<file path="src/rtl/main_fsm.sv">
// ---------------------------------------------------------------------------
// main_fsm
// Multicycle instruction sequencer for the RV32I core. It holds the
// instruction-level state machine and drives every datapath strobe and mux
// select. It decodes the opcode and the branch condition from the captured
// instruction and the ALU flags.
//
// Ports
//   clk, reset        core clock, asynchronous active-high reset
//   op, funct3        opcode and funct3 fields of the instruction register
//   zero, carry,      ALU flags (carry=1 means a>=b unsigned)
//   sign, overflow
//   pc_write          load PC from result
//   adr_src           memory address source (0 PC, 1 result)
//   ir_write          capture instruction and old_pc
//   mem_write         data memory write enable
//   reg_write         register file write enable
//   result_src        result mux (00 alu_reg, 01 data reg, 10 alu_result)
//   alu_src_a         ALU A mux (00 pc, 01 old_pc, 10 rd1)
//   alu_src_b         ALU B mux (00 rd2, 01 imm_ext, 10 constant 4)
//   alu_op            00 add, 01 sub/compare, 10 funct-decoded, 11 pass B
//   imm_src           immediate format (000 I, 001 S, 010 B, 011 U, 100 J)
//   halted            illegal instruction trapped
//   state             current state code (debug)
//   instret           retired-instruction count
// ---------------------------------------------------------------------------
module main_fsm (
  input  logic        clk,
  input  logic        reset,
  input  logic [6:0]  op,
  input  logic [2:0]  funct3,
  input  logic        zero,
  input  logic        carry,
  input  logic        sign,
  input  logic        overflow,
  output logic        pc_write,
  output logic        adr_src,
  output logic        ir_write,
  output logic        mem_write,
  output logic        reg_write,
  output logic [1:0]  result_src,
  output logic [1:0]  alu_src_a,
  output logic [1:0]  alu_src_b,
  output logic [1:0]  alu_op,
  output logic [2:0]  imm_src,
  output logic        halted,
  output logic [3:0]  state,
  output logic [31:0] instret
);

  typedef enum logic [3:0] {
    FETCH     = 4'd0,
    DECODE    = 4'd1,
    MEMADR    = 4'd2,
    MEMREAD   = 4'd3,
    MEMWB     = 4'd4,
    MEMWRITE  = 4'd5,
    EXECR     = 4'd6,
    EXECI     = 4'd7,
    ALUWB     = 4'd8,
    BRANCH    = 4'd9,
    JAL       = 4'd10,
    JALR      = 4'd11,
    JALR_LINK = 4'd12,
    LUI       = 4'd13,
    AUIPC     = 4'd14,
    HALT      = 4'd15
  } stateT;

  localparam logic [6:0] OP_LOAD   = 7'b0000011;
  localparam logic [6:0] OP_STORE  = 7'b0100011;
  localparam logic [6:0] OP_RTYPE  = 7'b0110011;
  localparam logic [6:0] OP_ITYPE  = 7'b0010011;
  localparam logic [6:0] OP_BRANCH = 7'b1100011;
  localparam logic [6:0] OP_JAL    = 7'b1101111;
  localparam logic [6:0] OP_JALR   = 7'b1100111;
  localparam logic [6:0] OP_LUI    = 7'b0110111;
  localparam logic [6:0] OP_AUIPC  = 7'b0010111;

  stateT       state_q, state_d;
  logic [31:0] instret_q;
  logic        enterFetch;
  logic        branchTaken;

  logic        pcWriteState;
  logic        irWriteState;
  logic        memWriteState;
  logic        regWriteState;

  // Next-state decode. DECODE dispatches on the opcode; funct3 010/011 are
  // not defined for branches, so they trap like any unknown opcode.
  always_comb begin
    state_d = state_q;
    case (state_q)
      FETCH:     state_d = DECODE;
      DECODE: begin
        case (op)
          OP_LOAD, OP_STORE: state_d = MEMADR;
          OP_RTYPE:          state_d = EXECR;
          OP_ITYPE:          state_d = EXECI;
          OP_BRANCH:         state_d = (funct3[2:1] == 2'b01) ? HALT : BRANCH;
          OP_JAL:            state_d = JAL;
          OP_JALR:           state_d = JALR;
          OP_LUI:            state_d = LUI;
          OP_AUIPC:          state_d = AUIPC;
          default:           state_d = HALT;
        endcase
      end
      MEMADR:    state_d = (op == OP_STORE) ? MEMWRITE : MEMREAD;
      MEMREAD:   state_d = MEMWB;
      MEMWB:     state_d = FETCH;
      MEMWRITE:  state_d = FETCH;
      EXECR:     state_d = ALUWB;
      EXECI:     state_d = ALUWB;
      ALUWB:     state_d = FETCH;
      BRANCH:    state_d = FETCH;
      JAL:       state_d = ALUWB;
      JALR:      state_d = JALR_LINK;
      JALR_LINK: state_d = ALUWB;
      LUI:       state_d = ALUWB;
      AUIPC:     state_d = ALUWB;
      HALT:      state_d = HALT;
      default:   state_d = HALT;
    endcase
  end

  // An instruction retires exactly when the machine re-enters FETCH from
  // some other state; FETCH itself always moves on to DECODE.
  assign enterFetch = (state_d == FETCH) && (state_q != FETCH);

  // State register and retired-instruction counter. Reset aborts whatever
  // instruction is in flight and restarts at FETCH.
  always_ff @(posedge clk or posedge reset) begin
    if (reset) begin
      state_q   <= FETCH;
      instret_q <= 32'd0;
    end else begin
      state_q <= state_d;
      if (enterFetch) begin
        instret_q <= instret_q + 32'd1;
      end
    end
  end

  // Branch condition from the flags present in the BRANCH cycle. The ALU
  // computes rd1 - rd2, so carry means "no borrow", i.e. unsigned >=.
  always_comb begin
    branchTaken = 1'b0;
    case (funct3)
      3'b000:  branchTaken = zero;
      3'b001:  branchTaken = ~zero;
      3'b100:  branchTaken = sign ^ overflow;
      3'b101:  branchTaken = ~(sign ^ overflow);
      3'b110:  branchTaken = ~carry;
      3'b111:  branchTaken = carry;
      default: branchTaken = 1'b0;
    endcase
  end

  // Moore strobes and selects per state. The write strobes are collected
  // separately so that reset can mask them below.
  always_comb begin
    pcWriteState  = 1'b0;
    irWriteState  = 1'b0;
    memWriteState = 1'b0;
    regWriteState = 1'b0;
    adr_src       = 1'b0;
    result_src    = 2'b00;
    alu_src_a     = 2'b00;
    alu_src_b     = 2'b00;
    alu_op        = 2'b00;
    case (state_q)
      FETCH: begin
        irWriteState = 1'b1;
        pcWriteState = 1'b1;
        alu_src_b    = 2'b10;
        result_src   = 2'b10;
      end
      DECODE: begin
        alu_src_a = 2'b01;
        alu_src_b = 2'b01;
      end
      MEMADR: begin
        alu_src_a = 2'b10;
        alu_src_b = 2'b01;
      end
      MEMREAD: begin
        adr_src = 1'b1;
      end
      MEMWB: begin
        result_src    = 2'b01;
        regWriteState = 1'b1;
      end
      MEMWRITE: begin
        adr_src       = 1'b1;
        memWriteState = 1'b1;
      end
      EXECR: begin
        alu_src_a = 2'b10;
        alu_op    = 2'b10;
      end
      EXECI: begin
        alu_src_a = 2'b10;
        alu_src_b = 2'b01;
        alu_op    = 2'b10;
      end
      ALUWB: begin
        regWriteState = 1'b1;
      end
      BRANCH: begin
        alu_src_a    = 2'b10;
        alu_op       = 2'b01;
        pcWriteState = branchTaken;
      end
      JAL, JALR_LINK: begin
        alu_src_a    = 2'b01;
        alu_src_b    = 2'b10;
        pcWriteState = 1'b1;
      end
      JALR: begin
        alu_src_a = 2'b10;
        alu_src_b = 2'b01;
      end
      LUI: begin
        alu_src_b = 2'b01;
        alu_op    = 2'b11;
      end
      AUIPC: begin
        alu_src_a = 2'b01;
        alu_src_b = 2'b01;
      end
      default: begin
      end
    endcase
  end

  // Immediate format follows the opcode in every state so the extender is
  // already correct when DECODE forms the branch/JAL target.
  always_comb begin
    imm_src = 3'b000;
    case (op)
      OP_STORE:          imm_src = 3'b001;
      OP_BRANCH:         imm_src = 3'b010;
      OP_LUI, OP_AUIPC:  imm_src = 3'b011;
      OP_JAL:            imm_src = 3'b100;
      default:           imm_src = 3'b000;
    endcase
  end

  // Architectural writes are masked while reset is held so nothing is
  // committed between the asserting edge and the restart at FETCH.
  assign pc_write  = pcWriteState  & ~reset;
  assign ir_write  = irWriteState  & ~reset;
  assign mem_write = memWriteState & ~reset;
  assign reg_write = regWriteState & ~reset;

  assign halted  = (state_q == HALT);
  assign state   = state_q;
  assign instret = instret_q;

endmodule

</file>
<file path="config.mk">
export PLATFORM = sky130hd
export DESIGN_NAME = main_fsm
export DESIGN_NICKNAME = d
export VERILOG_FILES = /design/src/rtl/main_fsm.sv
export SDC_FILE = /design/constraint.sdc
export NUM_CORES = 1
export LEC_CHECK = 0
export CAP_MARGIN = 5
export CORE_ASPECT_RATIO = 0.75
export CORE_MARGIN = 1
export CORE_UTILIZATION = 51
export DETAILED_ROUTE_END_ITERATION = 8
export PLACE_DENSITY = 0.86
export SLEW_MARGIN = 20
export SYNTH_ARGS = -nofsm -noshare
export SYNTH_HDL_FRONTEND = slang
export SYNTH_SLANG_ARGS = --single-unit
</file>
<file path="constraint.sdc">
create_clock -name clk -period 4 [get_ports clk]
set_clock_uncertainty 0.15 [all_clocks]
set_input_delay 0.8 -clock clk [delete_from_list [all_inputs] [get_ports clk]]
set_output_delay 0.8 -clock clk [all_outputs]
set_load 0.01 [all_outputs]
</file>
# Word-level counts from Yosys, hierarchy flattened
# Cells that the tools add are included.
[totals] wordCells=73 inputBits=16 reg_bits=36 output_inout_bits=53
[op_classes] eq_ne=30 add_sub_neg=1 mux=15 bitwise=9 reduce_logical=16
[ops] cell="4-bit case mux with 8 select lines" count=2
[ops] cell="32-bit by 1-bit adder with 32-bit output (second input constant)" count=1
[ops] cell="4-bit equality test (second input constant)" count=8
[ops] cell="7-bit by 6-bit equality test with 1-bit output (second input constant)" count=3
[ops] cell="7-bit equality test (second input constant)" count=3
[ops] cell="4-bit by 3-bit equality test with 1-bit output (second input constant)" count=4
[ops] cell="7-bit by 5-bit equality test with 1-bit output (second input constant)" count=2
[ops] cell="3-bit equality test (second input constant)" count=4
[ops] cell="2-bit case mux with 2 select lines" count=3
[ops] cell="3-bit case mux with 4 select lines" count=1
[ops] cell="6-bit OR reduction" count=2
[ops] cell="2-bit OR reduction" count=5
[ops] cell="4-bit by 2-bit equality test with 1-bit output (second input constant)" count=2
[ops] cell="4-bit zero test" count=2
[ops] cell="4-bit OR reduction" count=2
[ops] cell="7-bit by 2-bit equality test with 1-bit output (second input constant)" count=1
[ops] cell="3-bit 2-to-1 mux" count=2
[ops] cell="1-bit case mux with 6 select lines" count=1
[ops] cell="2-bit case mux with 3 select lines" count=1
[ops] cell="5-bit OR reduction" count=1
[ops] cell="1-bit bitwise AND" count=4
[ops] cell="4-bit by 1-bit equality test with 1-bit output (second input constant)" count=1
[ops] cell="1-bit 2-to-1 mux" count=4
[ops] cell="1-bit inverter" count=4
[ops] cell="other kinds (8)" count=8

# Depth between registers and ports, before layout
# Gate-level depths: netlist of run 1.
[depth] depth_word=6 depth_mapped=8 ltp_nobuf=7

# Worst setup path after synthesis of run 1
# OpenSTA, ideal clock, no wires.
[synth_path] kind="register to output" from="register state_q[1] (netlist: state[1])" to="output port pc_write" path_slack_ps=1451 t_required_ps=3050 stages_incl_launch_ff=9 n_path_buf=2 t_arrival_ps=1599 path_cell_list="dfrtp_1 -> buf_2 -> clkbuf_1 -> nor2b_1 -> nor3_1 -> a21oi_1 -> nor2_1 -> a31oi_1 -> nor2_1"
[synth_via] elab_chain_cells=4 word_cells_on_any_way=7 classes_between="eq/ne (3); mux (1); bitwise (1); reduce/logical (2)"
[synth_lines] item="from (decl)" line="80" rtl="stateT state_q, state_d;"
[synth_lines] item="from (signal assigned)" line="138" rtl="state_q <= state_d;"
[synth_lines] item="4-bit equality test or 4-bit zero test (tied branches)" line="172" rtl="case (state_q)"
[synth_lines] item="3-bit OR reduction (no source line)"
[synth_lines] item="1-bit case mux with 2 select lines *" line="172"
[synth_lines] item="1-bit bitwise AND *" line="252" rtl="assign pc_write = pcWriteState & ~reset;"
[synth_lines] item="to (decl)" line="36" rtl="output logic pc_write,"
# Mark *: on every way between the ends. The rest lies on a longest branch, timed or not.

# Worst setup path in the final report of run 1
[layout_path] from="input port sign" to="output port pc_write"
[layout_via] elab_chain_cells=5
[layout_lines] item="from (decl)" line="34" rtl="input logic sign,"
[layout_lines] item="1-bit bitwise XOR *" line="152, 153"
[layout_lines] item="1-bit inverter" line="153" rtl="3'b101: branchTaken = ~(sign ^ overflow);"
[layout_lines] item="1-bit case mux with 6 select lines *" line="149" rtl="case (funct3)"
[layout_lines] item="1-bit case mux with 2 select lines *" line="172"
[layout_lines] item="1-bit bitwise AND *" line="252"
# Marks and branches as above.

==> impl_metrics.json, run 1 <==
{
  "post-cts-setup-buffers": 0,
  "synth_flop_cell": "dfrtp_1",
  "fin_tns_setup_ns": 0,
  "relSlewSlack": 0.588,
  "grt_pass1_wl_mm": 8.84,
  "numPortBuffers": 68,
  "routabilityCongestion": 0.868,
  "start_util": 0.546,
  "io_pins": 69,
  "wl_per_cell_um": 14.5,
  "clock-sinks": 36,
  "num_rows": 20,
  "max_freq_mhz": 286,
  "synth-seq-area-share": 0.395,
  "cp_max_fo": 1,
  "setup-violations-final": 0,
  "final_util": 0.739,
  "final_layout_size_suffix_gt1_frac": 0.0585,
  "nFillCells": 299,
  "crit_arrival_ns": 2.55,
  "path_clk_slew_ns": 0.07,
  "diodes": 0,
  "period_needed_ns": 3.50,
  "synth_edf_count": 0,
  "rrSetupSlack_ns": 1.48,
  "max-vdd-ir-drop_v": 0.000355,
  "cts_buffer_depth": 2,
  "drv_slew": 0,
  "dpl.hpwl_mm": 3.86,
  "clkLatencyLatePin_ns": 0.29,
  "synthCells": 260,
  "outcome": "finished, final reports clean",
  "required_ns": 3.05,
  "first_iter_violations": 150,
  "chipWidth_um": 79.2,
  "ys.warnings.count": 0,
  "grt_pass1_vias": 1838,
  "cp-end-kind": "output pin",
  "wl_mm": 5.52,
  "antenna_found_initial": 0,
  "synth-async-reset-ratio": 1.00,
  "die-height_um": 59.9,
  "fin_crit_sh": 0.875,
  "avgSynthCellArea_sq_um": 8.77,
  "viasPerCell": 5.71,
  "vias": 2168,
  "cts_hold_buf": 0,
  "ant_nets": 0,
  "ys_seq_elements": 36,
  "setup.worst_path.class": "primary input to output pin",
  "cts_made_buffers": 5,
  "final_cell_mix": "68 x clkdlybuf4s50_1, 36 x dfrtp_1, 33 x xnor2_1",
  "rsz0062_at_grt": "false",
  "drtPass1Iterations": 4,
  "grt.total_usage": 0.241,
  "cts_tree": "built",
  "fp.coreArea_sq_um": 4180,
  "tightest_slew_ns": 0.610,
  "critPathLaunchType": "primary input",
  "max_cap_viol_count": 0,
  "cts.repair.resized": 0,
  "syn-num-nets": 277,
  "htreeDepth": 2,
  "area_growth_pct": 35.4,
  "die-area_sq_um": 4750,
  "power_leakage_nw": 1.18,
  "finalNetCount": 341,
  "synthDistinctLibCells": 45,
  "gr-total-overflow": 0,
  "layout_commonest_cell": "clkdlybuf4s50_1",
  "clock-root-buffer": "clkbuf_8",
  "grt_max_degree": 37,
  "hp-class": "flop to flop",
  "power_density_nw_per_um2": 534,
  "hold_viol_final": 0,
  "syn_area_sq_um": 2280,
  "drc": 0
}
kinds of logic after synthesis:
logic type / count (synthesis) / synth area share
compound gates: 23 / 0.0658
flops: 36 / 0.395
simple gates: 133 / 0.326
fa+ha+maj: 1 / 0.00548
xor+xnor: 37 / 0.142
mux: 3 / 0.0143
buf+inv: 27 / 0.0516
synthesized netlist by cell type, types with 2 or more instances:
master	number	area (sq um)
dfrtp_1	36	901
xnor2_1	33	289
nand3_1	24	120
nor2_1	21	78.8
nand2_1	18	67.6
nand4_1	15	93.8
nor3_1	15	75.1
inv_1	11	41.3
a21oi_1	9	45.0
and3_1	9	56.3
buf_2	7	35.0
clkbuf_1	7	26.3
and4_1	4	35.0
xor2_1	4	35.0
nand2b_1	3	18.8
nor2b_1	3	18.8
nor3b_1	3	22.5
nor4b_1	3	26.3
o21ai_0	3	15.0
a31oi_1	2	12.5
buf_4	2	15.0
nand4b_1	2	17.5
o22ai_1	2	12.5
or3_1	2	12.5
or4_1	2	15.0
layer usage:
metal,share of wire,track usage
met1,0.49,0.354
met2,0.45,0.368
met5,0,0
met4,0.0074,0.0571
met3,0.053,0.0489
power by group:
group          leakage [nW]  total, mW  internal (mW)  switching [mW]
combinational         0.646      0.851          0.404           0.447
sequential            0.489      0.527          0.409           0.118
clock                0.0445      0.272          0.140           0.132
total                  1.18       1.65          0.952           0.698
worst paths after layout:
check | cells past startpoint | to | from
setup reg to reg | 6 | instret[24] | state[1]
min in group asynchronous | 3 | instret[15] | reset
setup / recovery | 8 | pc_write | sign
max in group asynchronous | 3 | instret[30] | reset
hold reg to reg | 1 | instret[31] | instret[31]
hold / removal | 1 | instret[31] | instret[31]
state kept, by name, indices dropped and copies added, names as in the netlist:
name and count:
instret 32, state 4
critical path, stage by stage:
cell,delay (ns)
clkdlybuf4s50_1,0.47
xor2_1,0.15
mux2i_1,0.10
xor2_1,0.14
o21ai_0,0.16
a31oi_1,0.10
nor2_1,0.09
clkdlybuf4s50_1,0.54
cell type report:
class / count / area (sq um) / area share
clock buffer: 7 / 86.3 / 0.0279
clock inverter: 1 / 7.51 / 0.00243
inverter: 11 / 41.3 / 0.0134
multi-input combinational: 197 / 1270 / 0.410
sequential: 36 / 901 / 0.292
tap: 55 / 68.8 / 0.0223
timing repair buffer: 73 / 718 / 0.232
per-stage QoR:
| stage | power [mW] | worst slack [ns] | hold slack (ns) | instance area [sq um] | cells |
|---|---|---|---|---|---|
| 2_1_floorplan | 1.04 | 1.45 | 0.358 | 2280 | 260 |
| 3_3_place_gp | 1.35 | 0.540 | 0.310 | 3000 | 372 |
| 3_5_place_dp | 1.37 | 0.487 | 0.312 | 3000 | 372 |
| 4_1_cts | 1.65 | 0.487 | 0.325 | 3090 | 380 |
| 5_1_grt | 1.75 | 0.322 | 0.344 | 3090 | 380 |
| 6_report | 1.65 | 0.502 | 0.319 | 3090 | 380 |
No activity file was read; power rests on OpenSTA's default activity.
==> inputs of run 2 (changes only) <==
Settings changed: TNS_END_PERCENT from default to 1.
==> results of run 2 <==
Final layout, timing and power as in run 1 (identical DEF).
